`config.mk`:
```
export PLATFORM = sky130hd
export DESIGN_NAME = khc_onehot_decoder_flat
export DESIGN_NICKNAME = d
export VERILOG_FILES = /design/src/rtl/khc_onehot_decoder_if.sv /design/src/rtl/khc_onehot_decoder.sv /design/src/flat_wrapper.sv
export SDC_FILE = /design/constraint.sdc
export NUM_CORES = 1
export LEC_CHECK = 0
export CAP_MARGIN = 20
export CORE_MARGIN = 1
export CORE_UTILIZATION = 40
export CTS_CLUSTER_SIZE = 8
export DETAILED_ROUTE_END_ITERATION = 6
export GPL_ROUTABILITY_DRIVEN = 0
export PLACE_DENSITY = 0.74
export SLEW_MARGIN = 20
export SYNTH_ARGS = -nofsm -noshare
export SYNTH_HDL_FRONTEND = slang
export SYNTH_SLANG_ARGS = --single-unit
```
`constraint.sdc`:
```
create_clock -name clk -period 2.9 [get_ports clk]
set_input_delay 0.87 -clock clk [delete_from_list [all_inputs] [get_ports clk]]
set_output_delay 0.87 -clock clk [all_outputs]
set_load 0.02 [all_outputs]
```
`src/rtl/khc_onehot_decoder_if.sv`:
```
// Tiny Tapeout pin frame for khc_onehot_decoder; clk and rst_n stay plain ports.
// The decoder uses the slave modport, and the board or bench driving it uses the master modport.
interface khc_onehot_decoder_if;
    logic       ena;
    logic [7:0] ui_in;
    logic [7:0] uio_in;
    logic [7:0] uio_out;
    logic [7:0] uio_oe;
    logic [7:0] uo_out;

    modport master (
        output ena, ui_in, uio_in,
        input  uio_out, uio_oe, uo_out
    );

    modport slave (
        input  ena, ui_in, uio_in,
        output uio_out, uio_oe, uo_out
    );
endinterface

```
`src/rtl/khc_onehot_decoder.sv`:
```
// Expands priority-encoder codes into a 16-bit one-hot word sent as two byte beats, low byte first.
// Define KHC_ACCUM_EN to OR hold=1 codes into an accumulator that is emitted with the next hold=0 code.
module khc_onehot_decoder (
    input logic                 clk,
    input logic                 rst_n,
    khc_onehot_decoder_if.slave tt
);
    localparam logic [1:0] IDLE    = 2'b00;
    localparam logic [1:0] SEND_LO = 2'b01;
    localparam logic [1:0] SEND_HI = 2'b10;

    logic [1:0]  state;
    logic [7:0]  out_byte;
    logic [7:0]  hi_byte;
    logic        none;
    logic        err;
    logic        in_valid;
    logic        out_ready;
    logic [15:0] dec_bit;
    logic        code_ok;
    logic        code_none;

    assign in_valid  = tt.uio_in[0];
    assign out_ready = tt.uio_in[1];

    always_comb begin
        dec_bit   = '0;
        code_ok   = (tt.ui_in[7:4] == 4'h0);
        code_none = (tt.ui_in == 8'hF0);
        if (code_ok) dec_bit[tt.ui_in[3:0]] = 1'b1;
    end

`ifdef KHC_ACCUM_EN
    logic        hold;
    logic [15:0] acc;
    logic [15:0] merged;
    logic        acc_pure;
    logic        unused_bits;

    assign hold        = tt.uio_in[2];
    assign merged      = acc | dec_bit;
    assign unused_bits = &{tt.ena, tt.uio_in[7:3]};
`else
    logic unused_bits;

    assign unused_bits = &{tt.ena, tt.uio_in[7:2]};
`endif

    always_ff @(posedge clk) begin
        if (!rst_n) begin
            state    <= IDLE;
            out_byte <= '0;
            hi_byte  <= '0;
            none     <= 1'b0;
            err      <= 1'b0;
`ifdef KHC_ACCUM_EN
            acc      <= '0;
            acc_pure <= 1'b1;
`endif
        end else begin
            case (state)
                IDLE: begin
                    if (in_valid) begin
                        if (!code_ok && !code_none) err <= 1'b1;
`ifdef KHC_ACCUM_EN
                        // acc_pure tracks whether every contribution so far was the "no bit" code
                        if (hold) begin
                            acc      <= merged;
                            acc_pure <= acc_pure & code_none;
                        end else begin
                            out_byte <= merged[7:0];
                            hi_byte  <= merged[15:8];
                            none     <= (merged == 16'h0000) && acc_pure && code_none;
                            acc      <= '0;
                            acc_pure <= 1'b1;
                            state    <= SEND_LO;
                        end
`else
                        out_byte <= dec_bit[7:0];
                        hi_byte  <= dec_bit[15:8];
                        none     <= code_none;
                        state    <= SEND_LO;
`endif
                    end
                end
                SEND_LO: begin
                    if (out_ready) begin
                        out_byte <= hi_byte;
                        state    <= SEND_HI;
                    end
                end
                SEND_HI: begin
                    if (out_ready) begin
                        out_byte <= '0;
                        none     <= 1'b0;
                        state    <= IDLE;
                    end
                end
                default: begin
                    out_byte <= '0;
                    none     <= 1'b0;
                    state    <= IDLE;
                end
            endcase
        end
    end

    assign tt.uo_out  = out_byte;
    assign tt.uio_out = {err, none, (state != IDLE), (state == IDLE), 4'h0};
    assign tt.uio_oe  = 8'hF0;
endmodule

```
`src/flat_wrapper.sv`:
```
// flat-port wrapper written by rule: the top's interface ports become plain ports
module khc_onehot_decoder_flat 
  (clk, rst_n, tt_ena, tt_ui_in, tt_uio_in, tt_uio_out, tt_uio_oe, tt_uo_out);
  khc_onehot_decoder_if tt_i ();
  input logic clk;
  input logic rst_n;
  input wire logic [$bits(tt_i.ena)-1:0] tt_ena;
  input wire logic [$bits(tt_i.ui_in)-1:0] tt_ui_in;
  input wire logic [$bits(tt_i.uio_in)-1:0] tt_uio_in;
  output wire logic [$bits(tt_i.uio_out)-1:0] tt_uio_out;
  output wire logic [$bits(tt_i.uio_oe)-1:0] tt_uio_oe;
  output wire logic [$bits(tt_i.uo_out)-1:0] tt_uo_out;
  assign tt_i.ena = tt_ena;
  assign tt_i.ui_in = tt_ui_in;
  assign tt_i.uio_in = tt_uio_in;
  assign tt_uio_out = tt_i.uio_out;
  assign tt_uio_oe = tt_i.uio_oe;
  assign tt_uo_out = tt_i.uo_out;
  khc_onehot_decoder u_core (.clk(clk), .rst_n(rst_n), .tt(tt_i));
endmodule
```
==> metrics.log, run 1 <==
INFO  metric result_of_the_run = finished clean
INFO  metric timing_hold_violations_final = 0
INFO  metric finalClockSkew = 0.00519 ns
INFO  metric antenna_violations_before_repair = 0
INFO  metric clock_latency = 0.30 ns
INFO  metric yosys_most_used_dff = dfxtp_1
INFO  metric synth_edf_count = 0
INFO  metric critical_path_class = flop to primary output
INFO  metric ys_async_sr_fraction = 0%
INFO  metric layout.cells.most_common_list = clkdlybuf4s50_1, dfxtp_1, o21ai_1, conb_1
INFO  metric max_slew.worst_pin.slew = 0.696 ns
INFO  metric globalRouteOverflowTotal = 0
INFO  metric clkPwrFrac = 22.8%
INFO  metric swShare = 31.5%
INFO  metric finish.net_count = 160
INFO  metric p_sw = 0.000182 W
INFO  metric worst_setup_hold_path_clk_slew = 0.11 ns
INFO  metric detail_route.vias_per_cell = 5.34
INFO  metric finalSetupViolCount = 0
INFO  metric ctsLongestPathBuffers = 2
INFO  metric max_slew_margin = 53.5%
INFO  metric postSynthRegisterBits = 20
INFO  metric grt_pass1_wl = 3.99 mm
INFO  metric fp.coreArea = 2570 µm²
INFO  metric routed-via-count = 902
INFO  metric tritoncts_num_sinks = 20
INFO  metric total_leakage_power = 0.480 nW
INFO  metric first_pass_iters = 4
INFO  metric setup_slack = 0.161 ns
INFO  metric setup_total_neg_slack = 0 ns
INFO  metric p_seq_share = 52.0%
INFO  metric floorplan.die_area = 3010 µm²
INFO  metric y_dimension_of_the_die = 54.9 µm
INFO  metric path_max_fanout = 17
INFO  metric cp-start-kind = flop
INFO  metric power.density_cell_area = 444 nW/µm²
INFO  metric hp-class = flop to flop
INFO  metric area_growth_syn_to_layout = 16.7%
INFO  metric area_of_the_mapped_netlist = 1120 µm²
INFO  metric cts_setup_buffers = 0
INFO  metric num_rows = 18
INFO  metric antennaDiodeCount = 0
INFO  metric share_comb_of_total_power = 25.2%
INFO  metric dpl_cell_area = 1280 µm²
INFO  metric fin_total_pwr = 0.000579 W
INFO  metric grt_setup_unrepaired = no
INFO  metric synth.avg_cell_area = 9.09 µm²
INFO  metric initial_util = 43.6%
INFO  metric worst_hold_path.num_cells = 1
INFO  metric worstPathRequired = 2.03 ns
INFO  metric dieWidth = 54.9 µm
INFO  metric drive_above_1_share = 10.1%
INFO  metric post_synth_inst_count = 123
INFO  metric postLayoutCellArea = 1310 µm²
INFO  metric regToRegSetupSlack = 1.26 ns
INFO  metric routed_wl = 2.42 mm
INFO  metric tritoncts = yes
INFO  metric htreeDepth = 1
INFO  metric layout_commonest_cell = clkdlybuf4s50_1
INFO  metric ys_warn_count = 0
INFO  metric register_to_register_path_depth = 4
INFO  metric max-cap-violations = 0
INFO  metric clockRootBuffer = clkbuf_4
INFO  metric internal-power = 0.000397 W
INFO  metric dp_hpwl = 1.74 mm
INFO  metric worst_setup_slack_before_clock_tree_synthesis = 0.439 ns
INFO  metric endpoint_kind = primary output
INFO  metric io_buffers = 23
INFO  metric fillers = 266
INFO  metric groute.usage.overall = 19.2%
INFO  metric grt_start_max_net_pins = 18
INFO  metric drtIter0Drc = 19
INFO  metric irDropWorstVdd = 0.000301 V
INFO  metric drt_drc_violations_left = 0
INFO  metric synth.distinct_cells = 36
INFO  metric tritoncts.num_buffers = 3
INFO  metric first_global_vias = 867
INFO  metric cts-hold-fix-buffers = 0
INFO  metric number_of_top_level_design_ports = 43
INFO  metric worst-endpoint-arrival = 1.87 ns
INFO  metric timing.final.max_slew_violations = 0
INFO  metric drt.antenna.violating_nets = 0
INFO  metric synth.yosys.seq_area_share = 35.8%
INFO  metric period_share = 94.5%
INFO  metric layout_min_cycle_time = 2.74 ns
INFO  metric fmax = 365 MHz
INFO  metric post_cts_sizing_count = 0
INFO  metric hold-worst-slack = 0.478 ns
INFO  metric average_detailed_routed_wire_length_per_instance = 14.3 µm
-- synth_stat cells (all sizes together) (2+ instances only) --
cell type / instances / area, µm²
nor2: 10 / 45.0
nor3b: 2 / 25.0
buf: 18 / 134
nor2b: 9 / 56.3
a22oi: 9 / 72.6
nand2: 5 / 18.8
dfxtp: 20 / 400
a22o: 8 / 70.1
nor4b: 2 / 30.0
nor4: 2 / 33.8
and2: 2 / 12.5
clkbuf: 2 / 7.51
o21ai: 17 / 88.8
o22ai: 2 / 18.8
conb: 2 / 7.51
-- cell type report --
cell class / count / area, µm² / area share [%]
multi-input combinational: 92 / 611 / 46.8
clock buffer: 3 / 22.5 / 1.73
tap: 30 / 37.5 / 2.88
inverter: 1 / 3.75 / 0.288
timing repair buffer: 23 / 230 / 17.6
sequential: 20 / 400 / 30.7
-- cells by family after synthesis --
family                 Yosys count  share of synthesized area [%]
AO/OA/AOI/OAI                   39                           24.5
AND/OR/NAND/NOR                 40                           25.2
flip-flops                      20                           35.8
buffers and inverters           21                           13.0
multiplexers                     1                          0.895
other                            2                          0.671
-- worst paths after layout --
kind,startpoint,endpoint
min reg2reg,u_core.err,u_core.err
min,u_core.err,u_core.err
max reg2reg,u_core.state[1],u_core.tt.uo_out[3]
max,u_core.state[1],tt_uio_out[5]
-- routing by layer --
metal | wire [µm] | track usage, %
met1 | 1160 | 24.6
met2 | 1070 | 30.5
met3 | 142 | 2.78
met4 | 49 | 10.7
met5 | 0 | 0
-- critical path, stage by stage (launching register included) --
cell and delay, ns:
dfxtp_1 0.79, nor2_4 0.10, inv_1 0.08, clkdlybuf4s50_1 0.60
-- power by group through the flow --
stage / clock, W / sequential [W] / combinational [W]
2_1_floorplan: 0 / 0.000310 / 0.0000998
3_3_place_gp: 0 / 0.000306 / 0.000143
3_5_place_dp: 0 / 0.000307 / 0.000145
4_1_cts: 0.000132 / 0.000301 / 0.000146
5_1_grt: 0.000150 / 0.000303 / 0.000161
6_report: 0.000132 / 0.000301 / 0.000146
-- per-stage QoR --
| stage | cells | util, % |
|---|---|---|
| 2_1_floorplan | 133 | - |
| 3_3_place_gp | 166 | 50.0 |
| 3_5_place_dp | 166 | 50.0 |
| 4_1_cts | 169 | 50.8 |
| 5_1_grt | 169 | 50.8 |
| 6_report | 169 | 50.8 |
-- state kept, by name, indices dropped and copies added, names as in the netlist --
| signal | flops |
|---|---|
| u_core.hi_byte | 8 |
| u_core.err | 1 |
| u_core.none | 1 |
| u_core.tt.uo_out | 8 |
| u_core.state | 2 |
(Power assumes the default switching activity.)
==> run 2, diff against run 1 <==
--- a/config.mk
+++ b/config.mk
@@ -12,6 +12,7 @@
 export DETAILED_ROUTE_END_ITERATION = 6
 export GPL_ROUTABILITY_DRIVEN = 0
 export PLACE_DENSITY = 0.74
+export SKIP_CTS_REPAIR_TIMING = 1
 export SLEW_MARGIN = 20
 export SYNTH_ARGS = -nofsm -noshare
 export SYNTH_HDL_FRONTEND = slang
==> constraint.sdc (replaced) <==
create_clock -name clk -period 2.9 [get_ports clk]
set_input_delay 0.725 -clock clk [delete_from_list [all_inputs] [get_ports clk]]
set_output_delay 0.725 -clock clk [all_outputs]
set_load 0.02 [all_outputs]
==> metrics.log, run 2 (synthesis results as in run 1) <==
INFO  metric first_pass_iters = 4 (unchanged)
INFO  metric number_of_top_level_design_ports = 43 (unchanged)
INFO  metric drt_drc_violations_left = 0 (unchanged)
INFO  metric ctsLongestPathBuffers = 2 (unchanged)
INFO  metric tritoncts_num_sinks = 20 (unchanged)
INFO  metric max_slew.worst_pin.slew = 0.673 ns (-0.0231 ns)
INFO  metric wl_met2 = 1.01 mm (-5.5%)
INFO  metric fin_util = 51.4% (+0.54 points)
INFO  metric num_rows = 18 (unchanged)
INFO  metric timing.final.max_slew_violations = 0 (unchanged)
INFO  metric endpoint_kind = primary output
INFO  metric total_leakage_power = 0.487 nW (+1.5%)
INFO  metric initial_util = 43.6% (unchanged)
INFO  metric floorplan.die_area = 3010 µm² (unchanged)
INFO  metric layout.cells.most_common_list = clkdlybuf4s50_1, dfxtp_1, o21ai_1, conb_1
INFO  metric antennaDiodeCount = 0 (unchanged)
INFO  metric max-cap-violations = 0 (unchanged)
INFO  metric hp-class = flop to flop
INFO  metric htreeDepth = 1 (unchanged)
INFO  metric setup_slack = 0.318 ns (+0.157 ns)
INFO  metric average_detailed_routed_wire_length_per_instance = 13.6 µm (-5.3%)
INFO  metric top_layer_used = met4
INFO  metric path_max_fanout = 17 (unchanged)
INFO  metric critical_path_class = flop to primary output
INFO  metric drtIter0Drc = 25 (+6)
INFO  metric first_global_vias = 864 (-0.35%)
INFO  metric irDropWorstVdd = 0.000323 V (+7.2%)
INFO  metric worst-endpoint-arrival = 1.86 ns (about the same)
INFO  metric y_dimension_of_the_die = 54.9 µm (unchanged)
INFO  metric worstPathRequired = 2.17 ns (+0.14 ns)
INFO  metric clockRootBuffer = clkbuf_4
INFO  metric fp.coreArea = 2570 µm² (unchanged)
INFO  metric groute.usage.overall = 18.0% (-1.2 points)
INFO  metric power.density_cell_area = 462 nW/µm² (+4.2%)
INFO  metric grt_setup_unrepaired = no
INFO  metric finalSetupViolCount = 0 (unchanged)
INFO  metric io_buffers = 23 (unchanged)
INFO  metric drt.antenna.violating_nets = 0 (unchanged)
INFO  metric cp-start-kind = flop
INFO  metric worst_setup_slack_before_clock_tree_synthesis = 0.587 ns (+0.148 ns)
INFO  metric tritoncts = yes
INFO  metric detail_route.vias_per_cell = 5.36 (+0.40%)
INFO  metric layout_min_cycle_time = 2.58 ns (-0.157 ns)
INFO  metric fmax = 387 MHz (+6.1%)
INFO  metric layout_commonest_cell = clkdlybuf4s50_1
INFO  metric detailroute.wirelength.met3 = 125 µm (-12%)
INFO  metric routed-via-count = 911 (+1.0%)
INFO  metric antenna_violations_before_repair = 0 (unchanged)
INFO  metric routed_wl = 2.30 mm (-4.7%)
INFO  metric setup_total_neg_slack = 0 ns (unchanged)
INFO  metric drive_above_1_share = 10.7% (+0.64 points)
INFO  metric result_of_the_run = finished clean
INFO  metric grt_start_max_net_pins = 18 (unchanged)
INFO  metric area_growth_syn_to_layout = 17.9%
INFO  metric finalClockSkew = 0.00429 ns (-0.000902 ns)
INFO  metric max_slew_margin = 55.1% (+1.5 points)
INFO  metric worst_setup_hold_path_clk_slew = 0.11 ns (about the same)
INFO  metric globalRouteOverflowTotal = 0 (unchanged)
INFO  metric timing_hold_violations_final = 0 (unchanged)
INFO  metric clock_latency = 0.31 ns (about the same)
INFO  metric finish.net_count = 160 (unchanged)
INFO  metric tritoncts.num_buffers = 3 (unchanged)
INFO  metric dieWidth = 54.9 µm (unchanged)
INFO  metric period_share = 89.0% (-5.4 points)
INFO  metric dp_hpwl = 1.71 mm (-1.8%)
INFO  metric wirelength_met1 = 1.14 mm (-2.1%)
INFO  metric grt_pass1_wl = 3.75 mm (-6.1%)
run 2: changes by cell type in the layout (fill, tap and decap cells not counted), sizes merged:
cell    delta
clkbuf     +1
run 2: power by group:
part | internal, W | switching [W] | leakage [nW]
Combinational | 0.0000622 | 0.0000824 | 0.303
Clock | 0.0000767 | 0.0000877 | 0.0210
Sequential | 0.000286 | 0.0000146 | 0.163
run 2: critical path: stages (launching register included):
cell,delay [ns]
dfxtp_1,0.77
nor2_4,0.10
inv_1,0.08
clkdlybuf4s50_1,0.60
run 2: through the flow:
| step | std cells | cell area (µm²) | hold WS [ns] | total power (W) |
|---|---|---|---|---|
| 2_1_floorplan | 133 | 1160 | 0.442 | 0.000410 |
| 3_3_place_gp | 166 | 1280 | 0.447 | 0.000449 |
| 3_5_place_dp | 166 | 1280 | 0.455 | 0.000452 |
| 4_1_cts | 170 | 1320 | 0.482 | 0.000615 |
| 5_1_grt | 170 | 1320 | 0.501 | 0.000647 |
| 6_report | 170 | 1320 | 0.478 | 0.000610 |
run 2: final cells by class:
cell class	instances	area, µm²
inverter	1	3.75
sequential	20	400
tap	30	37.5
timing repair buffer	23	230
fill	251	1250
multi-input combinational	92	611
clock buffer	4	36.3
run 2: final timing paths:
check | startpoint | end | slack [ns] | cells after the start
worst max-delay path | u_core.state[1] | tt_uio_out[5] | 0.32 | 3
worst min-delay path | u_core.err | u_core.err | 0.48 | 1
worst max register to register | u_core.state[1] | u_core.tt.uo_out[3] | 1.30 | 4
worst min register to register | u_core.err | u_core.err | 0.48 | 1
run 2: per-layer routing:
metal  vias to the layer above  track usage (%)
met5                         -                0
met2                        31             29.1
met1                       423             22.3
met4                         0             8.55
li1                        452                -
met3                         5             4.17
